## src/rtl/bcd_pkg.sv

```systemverilog
// bcd_pkg: shared states, digit constants and validity check for the BCD-to-binary converter.
package bcd_pkg;

    typedef enum logic [1:0] {IDLE, SHIFT, DONE} state_t;

    localparam logic [3:0] BCD_DIGIT_MAX   = 4'd9;
    localparam logic [3:0] BCD_CORR_THRESH = 4'd8;
    localparam logic [3:0] BCD_CORR_SUB    = 4'd3;

    // Checks the low n digits (n <= 16) of a zero-extended packed-BCD word.
    function automatic logic digits_valid(input logic [63:0] bcd, input int n);
        logic ok;
        ok = 1'b1;
        for (int i = 0; i < 16; i++)
            if (i < n && bcd[4*i +: 4] > BCD_DIGIT_MAX) ok = 1'b0;
        return ok;
    endfunction

endpackage

```

## src/rtl/bcd_digit_corr.sv

```systemverilog
// bcd_digit_corr: reverse double-dabble digit correction, subtract 3 from digits >= 8.
module bcd_digit_corr
    import bcd_pkg::*;
(
    input  logic [3:0] d,
    output logic [3:0] q
);

    assign q = (d >= BCD_CORR_THRESH) ? d - BCD_CORR_SUB : d;

endmodule

```

## src/rtl/bcd_to_bin_seq.sv

```systemverilog
// bcd_to_bin_seq: sequential packed-BCD to binary converter (reverse double-dabble, start/done).
// Optional signed result with sign_in when BCD2BIN_SIGN_EN is defined.
module bcd_to_bin_seq
    import bcd_pkg::*;
#(
    parameter int DIGITS = 4,
    parameter int BIN_W  = 14
) (
    input  logic                  clk,
    input  logic                  rst_n,
    input  logic                  start,
    input  logic [4*DIGITS-1:0]   bcd_in,
`ifdef BCD2BIN_SIGN_EN
    input  logic                  sign_in,
`endif
    output logic                  busy,
    output logic                  done,
    output logic                  err,
    output logic [BIN_W:0]        bin_out
);

    localparam int CW = $clog2(BIN_W + 1);
    localparam logic [CW-1:0] LAST = CW'(BIN_W - 1);

    if ((2 ** BIN_W) <= (10 ** DIGITS - 1)) begin : g_width_check
        $error("BIN_W too small to hold 10^DIGITS-1");
    end

    state_t                state;
    logic [4*DIGITS-1:0]   bcd_reg, bcd_sh, bcd_corr;
    logic [BIN_W-1:0]      bin_reg, bin_sh;
    logic [CW-1:0]         cnt;
    logic [BIN_W:0]        result;

    assign bcd_sh = bcd_reg >> 1;
    assign bin_sh = {bcd_reg[0], bin_reg[BIN_W-1:1]};
    assign busy   = (state != IDLE);

    for (genvar i = 0; i < DIGITS; i++) begin : g_corr
        bcd_digit_corr u_corr (.d(bcd_sh[4*i +: 4]), .q(bcd_corr[4*i +: 4]));
    end

`ifdef BCD2BIN_SIGN_EN
    logic sign_reg;
    assign result = sign_reg ? -{1'b0, bin_sh} : {1'b0, bin_sh};
`else
    assign result = {1'b0, bin_sh};
`endif

    // Result is loaded on the final shift so done/bin_out are registered in DONE.
    always_ff @(posedge clk or negedge rst_n) begin
        if (!rst_n) begin
            state   <= IDLE;
            bcd_reg <= '0;
            bin_reg <= '0;
            cnt     <= '0;
            done    <= 1'b0;
            err     <= 1'b0;
            bin_out <= '0;
`ifdef BCD2BIN_SIGN_EN
            sign_reg <= 1'b0;
`endif
        end else begin
            done <= 1'b0;
            case (state)
                IDLE: if (start) begin
                    bcd_reg <= bcd_in;
                    bin_reg <= '0;
                    cnt     <= '0;
`ifdef BCD2BIN_SIGN_EN
                    sign_reg <= sign_in;
`endif
                    if (!digits_valid(64'(bcd_in), DIGITS)) begin
                        state   <= DONE;
                        done    <= 1'b1;
                        err     <= 1'b1;
                        bin_out <= '0;
                    end else begin
                        state <= SHIFT;
                    end
                end
                SHIFT: begin
                    bcd_reg <= bcd_corr;
                    bin_reg <= bin_sh;
                    cnt     <= cnt + 1'b1;
                    if (cnt == LAST) begin
                        state   <= DONE;
                        done    <= 1'b1;
                        err     <= 1'b0;
                        bin_out <= result;
                    end
                end
                default: state <= IDLE;
            endcase
        end
    end

endmodule

```

## config.mk

```make
export PLATFORM = sky130hd
export DESIGN_NAME = bcd_to_bin_seq
export DESIGN_NICKNAME = d
export VERILOG_FILES = /design/src/rtl/bcd_pkg.sv /design/src/rtl/bcd_digit_corr.sv /design/src/rtl/bcd_to_bin_seq.sv
export SDC_FILE = /design/constraint.sdc
export NUM_CORES = 1
export LEC_CHECK = 0
export ABC_AREA = 1
export ABC_CLOCK_PERIOD_IN_PS = 1800
export CAP_MARGIN = 20
export CORE_AREA = 2 2 80 82
export CTS_CLUSTER_DIAMETER = 30
export DETAILED_ROUTE_END_ITERATION = 10
export DIE_AREA = 0 0 82 84
export PLACE_DENSITY = 0.66
export SYNTH_ARGS = -nofsm -noshare
export SYNTH_HDL_FRONTEND = slang
export SYNTH_HIERARCHICAL = 1
export SYNTH_SLANG_ARGS = --single-unit
```

## constraint.sdc

```tcl
create_clock -name clk -period 1.8 [get_ports clk]
set_clock_uncertainty 0.05 [all_clocks]
set_input_delay 0.45 -clock clk [delete_from_list [all_inputs] [get_ports clk]]
set_output_delay 0.45 -clock clk [all_outputs]
set_load 0.02 [all_outputs]
```

==> flow_summary.ini, run 1 <==
[routing]
first_iter_violations = 122
dr_total_vias = 2073
final_antenna_net_count = 0
wire_per_inst_um = 12.1
drc = 0
wirelength_um = 5150
vias_per_cell = 4.88
drt-pass1-iter-count = 4

[cts]
clk_latency_ns = 0.30
htree_levels = 2
cts_tree = done
post_cts_buffers = 0
clock_path_buffers = 2
path_clk_slew_ns = 0.09
cts_buffers = 5
root_buffer = clkbuf_8
clock_sinks = 51

[final_layout]
antennaDiodeCount = 0
fin_cells = 425
area_growth_pct = 24.5
layout.nets = 376
fill_cells = 563
drive_gt1_share_pct = 10.1
largest_reg_flops = 16

[floorplanning]
rows = 29
ios = 37
die-area_um2 = 6890
design.core.area_um2 = 6100
die_w_um = 82
die_y_um = 84
start_util_pct = 42.7

[yosys]
yosysMostFrequentCell = inv_1
ys_warn_count = 6
synth_common_cells = inv_1, dfrtp_1, nand2_1, o22ai_1
syn-cell-area_um2 = 2600
async_flop_share_pct = 100
synth_area_leader_cell = dfrtp_1
synth_edf_count = 0
synth_flop_cell = dfrtp_1
synth.area.top_cells = dfrtp_1, inv_1, nand2_1, o22ai_1, ha_1
syn_avg_cell_area_um2 = 8.70
ys_seq_area_share_pct = 49.0
netlist_instances = 299
ys_ff_latch = 51
ys_types = 25
synth_top_area_share_pct = 49.0

[place]
place_congestion = 0.762
hpwl_um = 3590
dp_cells = 417
dp_slack_ns = -0.00214
portBuffers = 35

[global_routing]
met3_usage_pct = 3.14
grt_pass1_wl_um = 8940
grt_max_degree = 52
antenna_found_initial = 0
grt_pass1_vias = 1982
grt.busiest_layer = met2
use_met2_pct = 25.8
overflow = 0
grt_usage_pct = 16.5
grtUsageMet1_pct = 23.0

[timing]
hold_viol_final = 0
period_needed_ns = 1.72
fmax_mhz = 581
fin_crit_sh_pct = 95.7
rsz0062_at_grt = no
finalWorstSetupSlack_ns = 0.0780
setup_violations = 0
slew_viol_final = 0

[pwr]
p_comb_share_pct = 33.7
swShare_pct = 37.3
ir_drop_mv = 0.494
powerDensity_nw_per_um2 = 1130
power_mw = 3.67
p_int_mw = 2.30
p_sw_mw = 1.37
p_seq_share_pct = 44.7
p_leak_nw = 1.92
clkPwrFrac_pct = 21.6

[worst_setup_path]
slowest_stage = clkdlybuf4s50_1
crit_fanout = 1
crit_required_ns = 1.30
cp_num_buf_inv = 1
start_kind = register
arrival_ns = 1.22
critical_path.cell_chain = clkdlybuf4s50_1
crit_path_max_incr_delay_ns = 0.59
endpoint_kind = output port
crit_type = reg2out
r2r_setup_slack_ns = 0.30
crit_family = buffers and inverters

[status]
status = finished clean

[job]
maxCapViolCount = 0

[hold_path]
worstHoldPathType = in2async
final cells by class:
cell class                      count  area [µm²]  share of cell area [%]
Sequential cell                    51        1280                    39.4
Multi-Input combinational cell    182        1020                    31.5
Timing Repair Buffer               49         512                    15.8
Inverter                           58         223                    6.87
Tap cell                           77        96.3                    2.97
Clock buffer                        5        68.8                    2.12
Clock inverter                      3        43.8                    1.35
power by group through the flow:
stage / registers, mW / clock network (mW) / logic (mW)
after CTS: 1.64 / 0.815 / 1.24
after global routing: 1.69 / 0.849 / 1.44
final: 1.64 / 0.793 / 1.24
after floorplan: 1.60 / 0 / 0.968
after global placement: 1.65 / 0 / 1.20
after detailed placement: 1.66 / 0 / 1.24
routing by layer:
metal  routed length [µm]  vias to the layer above
met4                   85                        0
met1                 2540                      978
met2                 2360                       33
li1                     -                     1055
met5                    0                        -
met3                  170                        7
repair_timing:
item,4_1_cts,5_1_grt
endpoints found under the setup margin,1,15
hold buffers,0,0
resized for setup,1,15
placed cells by master (no fill, tap or decap), types with 2 or more instances in the layout:
master and count:
a21boi_1 4, a21oi_1 15, buf_12 2, buf_4 12
clkbuf_8 5, clkdlybuf4s50_1 18, clkinv_4 2, conb_1 7
dfrtp_1 51, dlymetal6s2s_1 15, ha_1 10, inv_1 53
inv_2 4, nand2_1 45, nand2_4 2, nand3_1 20
nand4_1 14, nor2_1 20, o21ai_0 8, o22ai_1 25
o31ai_1 2, o31ai_2 2, xor2_1 5
per-stage QoR:
stage / utilization (%) / hold WS, ns / TNS, ns / cell area (µm²)
global route: 53.2 / 0.0816 / 0 / 3240
global placement: 50.7 / 0.411 / 0 / 3090
floorplan: - / 0.104 / 0 / 2630
detailed placement: 50.7 / 0.410 / -0.00214 / 3090
CTS: 52.5 / 0.0692 / 0 / 3200
finish: 53.2 / 0.0603 / 0 / 3240
path summary, 6_finish.rpt:
kind | start | to | cells after the start
hold / removal | rst_n | bin_out[7]$_DFFE_PN0P_ | 2
hold reg to reg | cnt[2]$_DFFE_PN0P_ | cnt[2]$_DFFE_PN0P_ | 1
setup reg to reg | state[1]$_DFFE_PN0P_ | bin_out[5]$_DFFE_PN0P_ | 7
setup / recovery | done$_DFF_PN0_ | done | 1
min in group clk | cnt[2]$_DFFE_PN0P_ | cnt[2]$_DFFE_PN0P_ | 1
max in group asynchronous | rst_n | bin_reg[8]$_DFFE_PN0P_ | 2
logic make-up after synthesis:
family / after synthesis / share of synthesized area, %
DFF: 51 / 49.0
AOI/OAI and AO/OA: 56 / 13.1
other: 1 / 0.144
xor gates and xnor gates: 5 / 1.68
buffers and inverters: 72 / 12.6
and+or+nand+nor: 104 / 18.6
adders and majority gates: 10 / 4.81
(Power assumes the default switching activity.)
==> inputs of run 2 (changes only) <==
ABC_CLOCK_PERIOD_IN_PS = default   (was 1800)
==> results of run 2 <==
No change in the layout: final DEF, timing and power equal those of run 1.
==> variant, RTL diff (flow settings as in run 2) <==
The 3 states of `state_t` get a one-hot encoding in 3 bits.
--- a/src/rtl/bcd_pkg.sv
+++ b/src/rtl/bcd_pkg.sv
@@ -1,7 +1,7 @@
 // bcd_pkg: shared states, digit constants and validity check for the BCD-to-binary converter.
 package bcd_pkg;
 
-    typedef enum logic [1:0] {IDLE, SHIFT, DONE} state_t;
+    typedef enum logic [2:0] {IDLE = 3'b001, SHIFT = 3'b010, DONE = 3'b100} state_t;
 
     localparam logic [3:0] BCD_DIGIT_MAX   = 4'd9;
     localparam logic [3:0] BCD_CORR_THRESH = 4'd8;
Formal check against the unedited RTL: same outputs for any inputs over 10 cycles, from zero or initial values and one cycle with rst_n low; not proved beyond that.
==> variant against run 2 <==
- fmax fell by 1.7%
- final area increased by 0.89%
- die area did not move
- synthesized area rose by 1.9%
- power fell by 19%
- count of clock-buffer cells in the layout did not move
- critical path depth did not move
- worst setup slack got worse by 30 ps
- sequential cell count up 1
- routed wire length up 4.3%
==> variant: results (changes against run 2) <==
Parameter                              Value

Yosys
  Dominant synthesized flop cell ... dfrtp_1 (unchanged)
  Ranking of synthesized cells by instance count ... 95 x nand2_1, 51 x dfrtp_1, 39 x inv_1, 29 x nand3_1, 15 x nand4_1 (was 53 x inv_1, 51 x dfrtp_1, 45 x nand2_1, 25 x o22ai_1)
  Biggest area contributors in the synthesized netlist ... dfrtp_1 48%, nand2_1 13%, inv_1 5.5% (was dfrtp_1 49%, inv_1 7.6%, nand2_1 6.5%)
  Fraction of registers with async set or reset after synthesis ... 1.00 (unchanged)
  Register area share after synthesis ... 0.491 (was 0.490)
  Number of unique standard cell types used by synthesis ... 28 (was 25)
  Synth warn ... 6 (unchanged)

Clock tree
  Clock Latency Late Sink ... 310 ps
  Htree depth ... 2 (unchanged)
  CTS buffer count ... 5 (unchanged)
  Clock tree buffer depth ... 2 (unchanged)
  Clock-pin slew on the worst setup and hold paths ... 100 ps
  CTS root buf ... clkbuf_8 (unchanged)
  Setup Fix Bufs, Post-CTS ... 0 (unchanged)

Layout
  Share of post-route cells with drive strength above 1 ... 0.104 (was 0.101)
  Max FFs per register ... 16 (unchanged)
  Final net count ... 395 (was 376)
  Antenna cells ... 0 (unchanged)

Power and ir drop
  Maximum resistive drop on vdd ... 0.000389 V (was 0.000494 V)
  Leakage component of the power ... 1.83 nW (was 1.92 nW)

GRT
  Overall Global Routing Usage ... 0.174 (was 0.165)
  Pin count of the biggest net entering global routing ... 53 (was 52)
  Wire length of the first global-routing pass ... 9430 µm (was 8940 µm)
  Antenna violations before repair ... 0 (unchanged)
  Vias in the first global route ... 2056 (was 1982)

Routing
  Average wire length per cell after detail routing ... 12.1 µm (about the same)
  Initial DRC Count ... 133 (was 122)
  Overall via count from detail_route ... 2153 (was 2073)
  Length of the first detailed-routing pass in iterations ... 4 (unchanged)

Setup path
  Worst path arrival time ... 1250 ps (was 1220 ps)
  Family of cells with the greatest summed delay on the critical path ... buffers and inverters (unchanged)
  CP peak stage delay ... 600 ps
  Critical-path top delay cell ... clkdlybuf4s50_1 (unchanged)
  Worst-path maximum fanout ... 2 (was 1)

Placement
  Post-detailed-placement cell area ... 3160 µm² (was 3090 µm²)
  Port bufs ... 35 (unchanged)
  HPWL after DPL ... 3780 µm (was 3590 µm)
  Routability congestion estimate from global placement ... 0.814 (was 0.762)

Min path
  Path category of the worst min-delay check ... input port to asynchronous set/reset pin (unchanged)

Status
  Status ... finished clean (unchanged)
-- variant: cell count changes after synthesis, moves of 2 or more --
| cell | before | now |
|---|---|---|
| nand2_1 | 45 | 95 |
| a21oi_1 | 15 | 0 |
| inv_1 | 53 | 39 |
| o22ai_1 | 25 | 14 |
| nand3_1 | 20 | 29 |
| nor2_1 | 20 | 11 |
| o211ai_1 | 0 | 3 |
| nor2_4 | 0 | 2 |
| o21ai_0 | 8 | 10 |
| o31ai_1 | 2 | 0 |
| o31ai_2 | 2 | 0 |
-- variant: power breakdown --
group	internal, W	switching [W]
Clock	0.000284	0.000410
Sequential	0.00132	0.000175
Combinational	0.000336	0.000436
Total	0.00193	0.00102
-- variant: what timing repair did --
| action | 4_1_cts | 5_1_grt |
|---|---|---|
| cloned | 0 | 0 |
| endpoints found under the setup margin | 6 | 10 |
| gates resized for setup | 7 | 10 |
| hold buffers | 0 | 0 |
-- variant: cells by family after synthesis --
| family | after synthesis | share of synthesized area |
|---|---|---|
| and+or+nand+nor | 157 | 0.264 |
| other | 1 | 0.00141 |
| DFF | 52 | 0.491 |
| adders and majority gates | 10 | 0.0472 |
| buffers and inverters | 59 | 0.103 |
| AOI/OAI and AO/OA | 32 | 0.0736 |
| xor gates and xnor gates | 6 | 0.0198 |
-- variant: area by class of cell --
| class | instances | area (µm²) |
|---|---|---|
| Clock buffer | 5 | 68.8 |
| Clock inverter | 3 | 25.0 |
| Fill cell | 598 | 2830 |
| Inverter | 45 | 171 |
| Multi-Input combinational cell | 212 | 1100 |
| Sequential cell | 52 | 1300 |
| Tap cell | 77 | 96.3 |
| Timing Repair Buffer | 50 | 507 |
-- variant: metrics by stage --
stage | utilization | std cells | hold slack (ps) | TNS [ps] | setup slack, ps
after floorplan | - | 323 | 104 | 0 | 353
after global placement | 0.519 | 436 | 415 | 0 | 29.8
after detailed placement | 0.519 | 436 | 414 | -24.7 | -11.6
after CTS | 0.533 | 444 | 70.9 | 0 | 4.52
after global routing | 0.536 | 444 | 73.0 | 0 | 8.10
final | 0.536 | 444 | 62.5 | 0 | 47.7
-- variant: path summary, 6_finish.rpt --
| path | start | end | slack, ps | depth (start not counted) |
|---|---|---|---|---|
| min in group clk | bin_out[10] | bin_out[10] | 450 | 2 |
| setup / recovery | bin_out[6] | bin_out[6] | 50 | 1 |
| max in group asynchronous | rst_n | state[0] | 1370 | 2 |
| hold / removal | rst_n | cnt[3] | 60 | 2 |
| setup reg to reg | state[0] | bcd_reg[15] | 350 | 6 |
| hold reg to reg | bin_out[10] | bin_out[10] | 450 | 2 |
-- variant: per-layer routing --
layer / wire, µm / global-route usage
met4: 58 / 0.0409
met5: 0 / 0
met1: 2570 / 0.238
met3: 213 / 0.0325
met2: 2530 / 0.284
